**config.mk**
```make
export PLATFORM = sky130hd
export DESIGN_NAME = bcd_seg_display
export DESIGN_NICKNAME = d
export VERILOG_FILES = /design/src/rtl/bcd_seg_display.sv
export SDC_FILE = /design/constraint.sdc
export NUM_CORES = 1
export LEC_CHECK = 0
export ABC_AREA = 1
export BUFFER_PORTS_ARGS = -buffer_cell sky130_fd_sc_hd__buf_4
export CAP_MARGIN = 20
export CORE_MARGIN = 10
export CORE_UTILIZATION = 45
export CTS_BUF_LIST = sky130_fd_sc_hd__clkbuf_16
export DETAILED_ROUTE_END_ITERATION = 6
export PLACE_DENSITY = 0.63
export SYNTH_ARGS = -nofsm -noshare
export SYNTH_HDL_FRONTEND = slang
export SYNTH_SLANG_ARGS = --single-unit
```
**constraint.sdc**
```tcl
create_clock -name clk -period 5.2 [get_ports clk]
set_input_delay 0.26 -clock clk [delete_from_list [all_inputs] [get_ports clk]]
set_output_delay 0.26 -clock clk [all_outputs]
set_load 0.05 [all_outputs]
```
**src/rtl/bcd_seg_display.sv**
```systemverilog
// Binary-to-decimal 7-segment display driver: sequential double-dabble converter
// with leading-zero blanking, overflow dashes and a one-deep pending request slot.
//
// state  | meaning
// IDLE   | waiting for load
// SHIFT  | double-dabble add-3/shift, one bit per cycle, WIDTH cycles
// UPDATE | register decoded digits, pulse done, chain pending/new request
module bcd_seg_display #(
    parameter int WIDTH    = 5,
    parameter int DIGITS   = 2,
    parameter int BLANK_LZ = 1
) (
    input  logic                  clk,
    input  logic                  reset,
    input  logic [WIDTH-1:0]      value,
    input  logic                  load,
    output logic [7*DIGITS-1:0]   hex,
    output logic                  busy,
    output logic                  done,
    output logic                  overflow
);

    typedef enum logic [1:0] {IDLE, SHIFT, UPDATE} state_t;

    localparam int CW = (WIDTH < 2) ? 1 : $clog2(WIDTH);
    localparam logic [6:0] SEG_ZERO  = 7'b1000000;
    localparam logic [6:0] SEG_DASH  = 7'b0111111;
    localparam logic [6:0] SEG_BLANK = 7'b1111111;

    function automatic longint unsigned max_disp(input int d);
        longint unsigned p = 1;
        for (int i = 0; i < d; i++) p = p * 10;
        return p - 1;
    endfunction

    function automatic logic [7*DIGITS-1:0] reset_hex(input int blank);
        logic [7*DIGITS-1:0] r;
        for (int i = 0; i < DIGITS; i++)
            r[7*i+:7] = (i == 0 || blank == 0) ? SEG_ZERO : SEG_BLANK;
        return r;
    endfunction

    localparam longint unsigned     MAX_DISP = max_disp(DIGITS);
    localparam logic [7*DIGITS-1:0] HEX_RST  = reset_hex(BLANK_LZ);

    function automatic logic [6:0] seg7(input logic [3:0] d);
        case (d)
            4'd0:    return 7'b1000000;
            4'd1:    return 7'b1111001;
            4'd2:    return 7'b0100100;
            4'd3:    return 7'b0110000;
            4'd4:    return 7'b0011001;
            4'd5:    return 7'b0010010;
            4'd6:    return 7'b0000010;
            4'd7:    return 7'b1111000;
            4'd8:    return 7'b0000000;
            4'd9:    return 7'b0010000;
            default: return SEG_DASH;
        endcase
    endfunction

    function automatic logic is_ovf(input logic [WIDTH-1:0] v);
        return 64'(v) > MAX_DISP;
    endfunction

    state_t                state_q, state_d;
    logic [WIDTH-1:0]      bin_q, bin_d;
    logic [4*DIGITS-1:0]   bcd_q, bcd_d;
    logic [CW-1:0]         cnt_q, cnt_d;
    logic                  pend_q, pend_d;
    logic [WIDTH-1:0]      pval_q, pval_d;
    logic                  ovf_cap_q, ovf_cap_d;
    logic [7*DIGITS-1:0]   hex_q, hex_d;
    logic                  done_q, done_d;
    logic                  overflow_q, overflow_d;

    logic [4*DIGITS-1:0]   bcd_adj;
    logic [7*DIGITS-1:0]   hex_new;
    logic                  lead_zero;

    always_comb begin
        bcd_adj = bcd_q;
        for (int i = 0; i < DIGITS; i++)
            if (bcd_q[4*i+:4] >= 4'd5) bcd_adj[4*i+:4] = bcd_q[4*i+:4] + 4'd3;
    end

    // Walk from the most significant digit so blanking stops at the first non-zero.
    always_comb begin
        hex_new   = '0;
        lead_zero = 1'b1;
        for (int i = DIGITS - 1; i >= 0; i--) begin
            if (ovf_cap_q)
                hex_new[7*i+:7] = SEG_DASH;
            else if (BLANK_LZ != 0 && i > 0 && lead_zero && bcd_q[4*i+:4] == 4'd0)
                hex_new[7*i+:7] = SEG_BLANK;
            else
                hex_new[7*i+:7] = seg7(bcd_q[4*i+:4]);
            if (bcd_q[4*i+:4] != 4'd0) lead_zero = 1'b0;
        end
    end

    always_comb begin
        state_d    = state_q;
        bin_d      = bin_q;
        bcd_d      = bcd_q;
        cnt_d      = cnt_q;
        pend_d     = pend_q;
        pval_d     = pval_q;
        ovf_cap_d  = ovf_cap_q;
        hex_d      = hex_q;
        done_d     = 1'b0;
        overflow_d = overflow_q;
        case (state_q)
            IDLE: begin
                if (load) begin
                    bin_d     = value;
                    bcd_d     = '0;
                    cnt_d     = '0;
                    ovf_cap_d = is_ovf(value);
                    state_d   = SHIFT;
                end
            end
            SHIFT: begin
                {bcd_d, bin_d} = {bcd_adj, bin_q} << 1;
                cnt_d          = cnt_q + 1'b1;
                if (cnt_q == CW'(WIDTH - 1)) state_d = UPDATE;
                if (load) begin
                    pend_d = 1'b1;
                    pval_d = value;
                end
            end
            UPDATE: begin
                hex_d      = hex_new;
                overflow_d = ovf_cap_q;
                done_d     = 1'b1;
                if (pend_q) begin
                    bin_d     = pval_q;
                    bcd_d     = '0;
                    cnt_d     = '0;
                    ovf_cap_d = is_ovf(pval_q);
                    pend_d    = 1'b0;
                    state_d   = SHIFT;
                end else if (load) begin
                    bin_d     = value;
                    bcd_d     = '0;
                    cnt_d     = '0;
                    ovf_cap_d = is_ovf(value);
                    state_d   = SHIFT;
                end else begin
                    state_d = IDLE;
                end
            end
            default: state_d = IDLE;
        endcase
    end

    always_ff @(posedge clk) begin
        if (!reset) begin
            state_q    <= IDLE;
            bin_q      <= '0;
            bcd_q      <= '0;
            cnt_q      <= '0;
            pend_q     <= 1'b0;
            pval_q     <= '0;
            ovf_cap_q  <= 1'b0;
            hex_q      <= HEX_RST;
            done_q     <= 1'b0;
            overflow_q <= 1'b0;
        end else begin
            state_q    <= state_d;
            bin_q      <= bin_d;
            bcd_q      <= bcd_d;
            cnt_q      <= cnt_d;
            pend_q     <= pend_d;
            pval_q     <= pval_d;
            ovf_cap_q  <= ovf_cap_d;
            hex_q      <= hex_d;
            done_q     <= done_d;
            overflow_q <= overflow_d;
        end
    end

    assign hex      = hex_q;
    assign done     = done_q;
    assign overflow = overflow_q;
    assign busy     = (state_q != IDLE) | pend_q;

endmodule

```
### After elaboration in Yosys (flattened, before gate mapping)

Memory sizes are Yosys's and may differ from the RTL's. A register that Yosys moved wholly into a read port is not among the register bits.
Index checks and enable logic that the tools add are counted.

| storage, ports and cells | value |
|---|---|
| register bits | 41 |
| ROM bits | 224 |
| input bits | 8 |
| memories | 2 |

Memories:

| name | words | bits a word | read ports | clocked after memory_dff | write ports | RTL line | text |
|---|---|---|---|---|---|---|---|
| (no name shown) | 16 | 7 | 1 | 1 | 0 | 47 | `case (d)` |
| (no name shown) | 16 | 7 | 1 | 1 | 0 | 47 |  |

| cells by class | value |
|---|---|
| add/subtract/negate cells | 3 |
| magnitude comparators | 2 |
| equality and inequality tests | 6 |
| muxes and demuxes | 29 |
| bitwise operators | 1 |
| reductions and logical operators | 9 |

Operator list:

| cell | count |
|---|---|
| $pmux W8 S3 | 1 |
| $mux W7 | 3 |
| $mux W4 | 5 |
| $mux W8 | 2 |
| $pmux W5 S3 | 1 |
| $mux W5 | 2 |
| $mux W3 | 3 |
| $pmux W3 S3 | 1 |
| $ge A4 B3 Y1 const B | 2 |
| $mux W1 | 6 |
| $ne A2 B2 Y1 const B | 3 |
| $pmux W2 S3 | 1 |
| $reduce_and A2 Y1 | 3 |
| $reduce_bool A2 Y1 | 3 |
| $add A4 B2 Y4 const B | 1 |
| $logic_not A4 Y1 | 1 |
| $mux W2 | 2 |
| $pmux W1 S2 | 2 |
| $add A3 B1 Y3 const B | 1 |
| $add A3 B2 Y3 const B | 1 |
| $eq A3 B3 Y1 const B | 1 |
| $reduce_bool A3 Y1 | 1 |
| $eq A2 B1 Y1 const B | 1 |
| $eq A2 B2 Y1 const B | 1 |
| 2 further kinds | 2 |

### Longest topological paths before layout

Gate-level depths: netlist of run 1.

| depth | value |
|---|---|
| depth in word-level cells | 5 |
| gate-level depth with buffers | 17 |
| mapped depth without buffers | 17 |

### Worst setup path before layout of run 1

No wires, ideal clock.

| timing | value |
|---|---|
| kind | register to register |
| start point | reg state_q[0] |
| end point | reg (tool-made name) |
| library setup time | 0.119 ns |
| arrival time | 2.030 ns |
| data required time | 5.081 ns |
| path slack | 3.051 ns |
| cell stages (with the launch flop) | 16 |
| period minus slack after synthesis | 2.149 ns |
| path through | dfxtp_1 inv_1 ha_1 buf_4 nand2_2 nand3_2 nand2_4 buf_8 nand2_4 a21oi_4 inv_1 ha_1 nand3_1 nand2_1 nand2_1 nand2_1 |

RTL lines:

| what | RTL line | text |
|---|---|---|
| from (decl) | 66 | `state_t state_q, state_d;` |
| from (signal assigned) | 170 | `state_q <= state_d;` |

==> results of run 1 <==
==> metrics by stage <==
stage	setup slack (ns)	cells	utilization (%)	total power, mW	hold slack (ns)
detailed placement	2.41	442	49.4	0.962	0.433
CTS	2.41	450	52.1	1.31	0.233
floorplan	3.05	354	-	0.870	0.421
finish	2.43	450	52.1	1.29	0.237
global route	2.16	450	52.1	1.37	0.246
global placement	2.52	442	49.4	0.954	0.434
==> metal layers <==
layer,vias to the layer above,routed length [µm]
met3,5,231
li1,1186,-
met1,955,2820
met2,34,2380
met4,0,77
met5,-,0
==> cell usage after synthesis, types with 4 or more instances <==
master | n | area share, %
dfxtp_1 | 55 | 41
inv_2 | 7 | 0.98
o21ai_2 | 6 | 2.0
nor2_1 | 30 | 4.2
ha_1 | 21 | 9.8
a21oi_1 | 16 | 3.0
o21ai_0 | 17 | 3.2
nor3_1 | 6 | 1.1
inv_1 | 32 | 4.5
nand2_2 | 9 | 2.1
a211oi_1 | 4 | 1.1
o22ai_1 | 6 | 1.4
nand2_1 | 89 | 12
clkbuf_1 | 7 | 0.98
nand3_1 | 27 | 5.0
==> placed cells by master (no fill, tap or decap), drive strengths merged <==
master / count
nand2: 100
dfxtp: 55
inv: 41
nor2: 30
nand3: 28
buf: 24
o21ai: 24
ha: 21
a21oi: 18
o22ai: 6
nor3: 6
clkbuf: 5
a211oi: 4
nand3b: 3
o211ai: 3
nand4: 3
clkinv: 1
a221o: 1
o21bai: 1
clkinvlp: 1
==> layout make-up <==
class                   count  area (µm²)  area share [%]
clock buffers               5         125            4.11
repair buffers             24         180            5.92
multi-input cells         248        1370            44.9
clock inverters             3        27.5           0.904
flip-flops and latches     55        1100            36.2
inverters                  40         150            4.93
well taps                  75        93.8            3.08
==> cell families after synthesis <==
kind of cell               count (synthesis)
AOI/OAI and AO/OA                         57
adders and majority gates                 21
buffers and inverters                     51
DFF                                       55
and+or+nand+nor                          170
==> worst max path at each step <==
stage | startpoint | endpoint | slack (ns) | depth (start not counted)
6_report | state_q[0]$_SDFFE_PN0P_ | flop | 2.43 | 15
5_1_grt | state_q[0]$_SDFFE_PN0P_ | flop | 2.16 | 15
4_1_cts | state_q[0]$_SDFFE_PN0P_ | flop | 2.41 | 15
3_5_place_dp | state_q[0]$_SDFFE_PN0P_ | flop | 2.41 | 15
3_3_place_gp | state_q[0]$_SDFFE_PN0P_ | flop | 2.52 | 15
2_1_floorplan | state_q[0]$_SDFFE_PN0P_ | flop | 3.05 | 15
==> power groups by stage <==
stage	logic [mW]	clock network, mW	registers (mW)
floorplan	0.283	0	0.587
global placement	0.438	0	0.516
detailed placement	0.444	0	0.518
CTS	0.445	0.352	0.508
global route	0.488	0.369	0.515
finish	0.440	0.341	0.508
==> worst reg2reg max path, stage by stage (launching register included) <==
cell	delay, ns
dfxtp_1	0.36
inv_1	0.10
ha_1	0.56
inv_2	0.23
nand2_2	0.12
nand3_2	0.09
nand2_4	0.17
inv_2	0.10
o21ai_2	0.15
nand2_1	0.18
inv_1	0.13
ha_1	0.25
nand3_1	0.08
nand2_1	0.06
nand2_1	0.05
nand2_1	0.04
==> flow_metrics.py, run 1 <==
metrics = {
    "critical_path": {
        "crit_arrival_ns": 2.96,
        "startpoint_type": "flop",
        "path_cells": "inv_1 > ha_1 > inv_2 > nand2_2 > nand3_2 > nand2_4 > inv_2 > o21ai_2 > nand2_1 > inv_1 > ha_1 > nand3_1 > nand2_1 > nand2_1 > nand2_1",
        "crit_path_frequent_cell": "nand2_1",
        "r2r_cells": 15,
        "crit_path_end_kind": "flop",
        "timing.rr.start": "state_q[0]$_SDFFE_PN0P_",
        "cpPeakStageDelay_ns": 0.56,
        "critPathKind": "flop to flop",
        "cp.required_ns": 5.38,
        "critPathMaxFanout": 19,
        "cp.buffers_inverters": 4,
        "critPathTopFamily": "adder cells",
        "reg2reg_slack_ns": 2.43,
        "slowest_stage": "ha_1",
    },
    "route": {
        "totalWireLength_um": 5520,
        "via_count": 2180,
        "wire_per_inst_um": 12.3,
        "drtPass1Iterations": 7,
        "drc": 0,
        "drtIter0Drc": 90,
        "ant_nets": 0,
        "vias_per_cell": 4.84,
    },
    "clock_tree": {
        "clkTransAtPathRegs_ns": 0.07,
        "cts_tree": "built",
        "cts-htree-levels": 2,
        "clk_path_buf_depth": 2,
        "cts_buffers": 5,
        "cts_num_sinks": 55,
        "root_buffer": "clkbuf_16",
        "clk_latency_ns": 0.29,
        "postCtsSetupRepairBufs": 0,
        "ctsResizeCount": 0,
        "hold_buffers": 0,
    },
    "timing": {
        "period_needed_ns": 2.77,
        "grt_setup_unrepaired": "no",
        "fin_crit_sh_pct": 53.4,
        "tns_ns": 0,
        "max-slew-margin-rel_pct": 58.6,
        "tightest_slew_ns": 0.621,
        "max_freq_mhz": 360,
        "finalClockSkew_ns": 0.00355,
        "final_hold_viol_count": 0,
        "setup-violations-final": 0,
        "slew_viol_final": 0,
    },
    "worst_hold_path": {
        "holdPathEnd": "pval_q[3]$_SDFFE_PN0P_",
        "whs_path_depth": 3,
        "hp-class": "primary input to flop",
        "hold_path.startpoint": "value[3]",
    },
    "global_routing": {
        "use_met2_pct": 18.7,
        "grtUsageTotal_pct": 12.0,
        "globalRoute.busiestLayer": "met2",
        "grt_pass1_vias": 2065,
        "grt_use_met1_pct": 15.6,
        "grt_max_degree": 36,
        "grt_pass1_wl_um": 9740,
        "use_met3_pct": 2.84,
        "grt_overflow_total": 0,
        "antenna_found_initial": 0,
    },
    "pwr": {
        "netSwitchingFraction_pct": 39.2,
        "p_leak_nw": 1.48,
        "combPwrFrac_pct": 34.1,
        "seqPwrFrac_pct": 39.4,
        "power_density_nw_per_um2": 423,
        "p_int_mw": 0.784,
        "p_switching_mw": 0.505,
        "pwr-share-clk_pct": 26.5,
        "vdd_drop_max_v": 0.000262,
    },
    "yosys": {
        "ys_types": 28,
        "muxShareOfSynthArea_pct": 0,
        "ys_ff_latch": 55,
        "synth_warnings": 0,
        "async_flop_share_pct": 0,
        "synth_top_family_by_area": "simple AND/OR/NAND/NOR gates",
        "yosys.area_share.simple_pct": 27.6,
        "ys.flop_type": "dfxtp_1",
        "synth_xor_area_share_pct": 0,
        "synth_fa_ha_area_share_pct": 9.78,
        "synthCells": 354,
        "synth-compound-area-share_pct": 13.5,
        "synth_nets": 383,
        "syn_area_per_cell_um2": 7.59,
        "synth_edf_count": 0,
        "syn_area_um2": 2690,
        "yosysSeqAreaShare_pct": 41.0,
    },
    "floorplan": {
        "row_count": 28,
        "die_w_um": 97.3,
        "core_um2": 5850,
        "die_area_um2": 9460,
        "dieHeight_um": 97.3,
        "ios": 25,
        "start_util_pct": 45.9,
    },
    "layout": {
        "drive_gt1_share_pct": 15.7,
        "final.fill_count": 562,
        "nNetsFinal": 403,
        "design_area_um2": 3050,
        "area_growth_pct": 13.4,
        "diodes": 0,
    },
    "flow_run": {
        "cap_violations": 0,
    },
    "place": {
        "place.gp.congestion": 0.847,
        "port_buffers": 24,
        "dpl_cell_area_um2": 2890,
        "dp_hpwl_um": 4090,
    },
    "outcome": {
        "outcome": "finished, final reports clean",
    },
}
Note: power is estimated with default switching activity, not from simulation.
==> inputs of run 2 (changes only) <==
clock period = 2.8 ns   (was 5.2 ns; I/O delays follow)
==> run 2 against run 1 <==
  * Worst hold slack worse by 0.12 ns
  * Sequential power is 86% higher
  * Highest routed layer unchanged
  * Clock skew increased by 0.0040 ns
  * Critical path type unchanged
  * Largest power group unchanged
==> flow_metrics.py, run 2 (synthesized netlist as in run 1, its figures left out) <==
metrics = {
    "outcome": {
        "outcome": "finished, final reports clean",
    },
    "timing": {
        "grt_setup_unrepaired": "no",
        "setup-violations-final": 0,
        "final_hold_viol_count": 0,
        "slew_viol_final": 0,
        "tns_ns": 0,
        "period_needed_ns": 2.46,
        "max-slew-margin-rel_pct": 70.5,
        "finalClockSkew_ns": 0.00756,
        "tightest_slew_ns": 0.440,
        "max_freq_mhz": 406,
        "fin_crit_sh_pct": 88.0,
    },
    "clock_tree": {
        "ctsResizeCount": 0,
        "clkTransAtPathRegs_ns": 0.07,
        "clk_path_buf_depth": 2,
        "cts-htree-levels": 2,
        "cts_num_sinks": 55,
        "cts_buffers": 5,
        "postCtsSetupRepairBufs": 0,
        "hold_buffers": 0,
        "clk_latency_ns": 0.29,
        "root_buffer": "clkbuf_16",
        "cts_tree": "built",
    },
    "floorplan": {
        "ios": 25,
        "row_count": 28,
        "dieHeight_um": 97.3,
        "die_area_um2": 9460,
        "start_util_pct": 45.9,
        "die_w_um": 97.3,
        "core_um2": 5850,
    },
    "place": {
        "dp_hpwl_um": 4330,
        "port_buffers": 24,
        "place.gp.congestion": 0.867,
    },
    "critical_path": {
        "reg2reg_slack_ns": 0.34,
        "critPathMaxFanout": 13,
        "critPathKind": "flop to flop",
        "crit_path_end_kind": "flop",
        "cp.required_ns": 2.98,
        "startpoint_type": "flop",
        "crit_arrival_ns": 2.65,
    },
    "route": {
        "ant_nets": 0,
        "drtPass1Iterations": 4,
        "wire_per_inst_um": 12.7,
        "via_count": 2234,
        "totalWireLength_um": 5760,
        "vias_per_cell": 4.92,
        "drtIter0Drc": 85,
        "drc": 0,
    },
    "worst_hold_path": {
        "hp-class": "primary input to flop",
    },
    "layout": {
        "nNetsFinal": 407,
        "drive_gt1_share_pct": 16.6,
        "area_growth_pct": 15.2,
        "diodes": 0,
        "most-common-layout-cells": "89 x nand2_1, 55 x dfxtp_1, 32 x inv_1",
        "final_common_cell": "nand2_1",
        "fin_util_pct": 52.9,
    },
    "pwr": {
        "vdd_drop_max_v": 0.000417,
        "p_leak_nw": 1.51,
        "power_density_nw_per_um2": 802,
    },
    "global_routing": {
        "antenna_found_initial": 0,
        "grt_pass1_vias": 2023,
        "grt_max_degree": 35,
        "grtUsageTotal_pct": 11.9,
        "grt_pass1_wl_um": 9650,
        "grt_overflow_total": 0,
    },
    "flow_run": {
        "cap_violations": 0,
    },
}
-- run 2: changes by cell type in the layout (fill, tap and decap cells not counted) --
cell / delta
inv_8: -1
buf_4: +4
bufinv_16: +1
-- run 2: cell type report --
class / count / area, µm²
clock buffer: 5 / 125
clock inverter: 3 / 46.3
fill: 576 / 2760
inverter: 40 / 150
multi-input combinational: 248 / 1370
sequential: 55 / 1100
tap: 75 / 93.8
timing repair buffer: 28 / 210
-- run 2: worst max-delay path, stage by stage (launching register included) --
cell and delay [ns]:
dfxtp_1 0.41, inv_1 0.09, ha_1 0.41, nand2_2 0.12, nand3_2 0.09, nand2_4 0.16, inv_2 0.09, o21ai_2 0.16
nand2_1 0.17, inv_1 0.14, ha_1 0.26, nand3_1 0.09, nand2_1 0.06, nand2_1 0.05, nand2_1 0.04
-- run 2: report_power, final --
group	leakage (nW)	internal [mW]	switching (mW)
combinational	0.980	0.246	0.581
clock	0.0804	0.425	0.283
sequential	0.446	0.882	0.0652
-- run 2: routing by layer --
metal | global-route usage, % | wire (µm)
met1 | 15.8 | 2980
met2 | 18.4 | 2550
met3 | 2.77 | 204
met4 | 3.69 | 28
met5 | 0 | 0
-- run 2: worst paths after layout --
| check | from | endpoint | cells past startpoint |
|---|---|---|---|
| max | state_q[0]$_SDFFE_PN0P_ | flop | 14 |
| min | value[4] | pval_q[4]$_SDFFE_PN0P_ | 3 |
| max reg2reg | state_q[0]$_SDFFE_PN0P_ | flop | 14 |
| min reg2reg | flop | hex[11]$_SDFFE_PN1N_ | 2 |
-- run 2: metrics by stage --
| step | total power [mW] | setup WS, ns | hold WS [ns] | cell area [µm²] | instances |
|---|---|---|---|---|---|
| floorplan | 1.62 | 0.651 | 0.307 | 2690 | 354 |
| global placement | 1.79 | 0.462 | 0.412 | 2920 | 446 |
| detailed placement | 1.80 | 0.353 | 0.413 | 2920 | 446 |
| CTS | 2.51 | 0.337 | 0.110 | 3090 | 454 |
| global route | 2.63 | 0.0974 | 0.130 | 3090 | 454 |
| finish | 2.48 | 0.337 | 0.120 | 3090 | 454 |
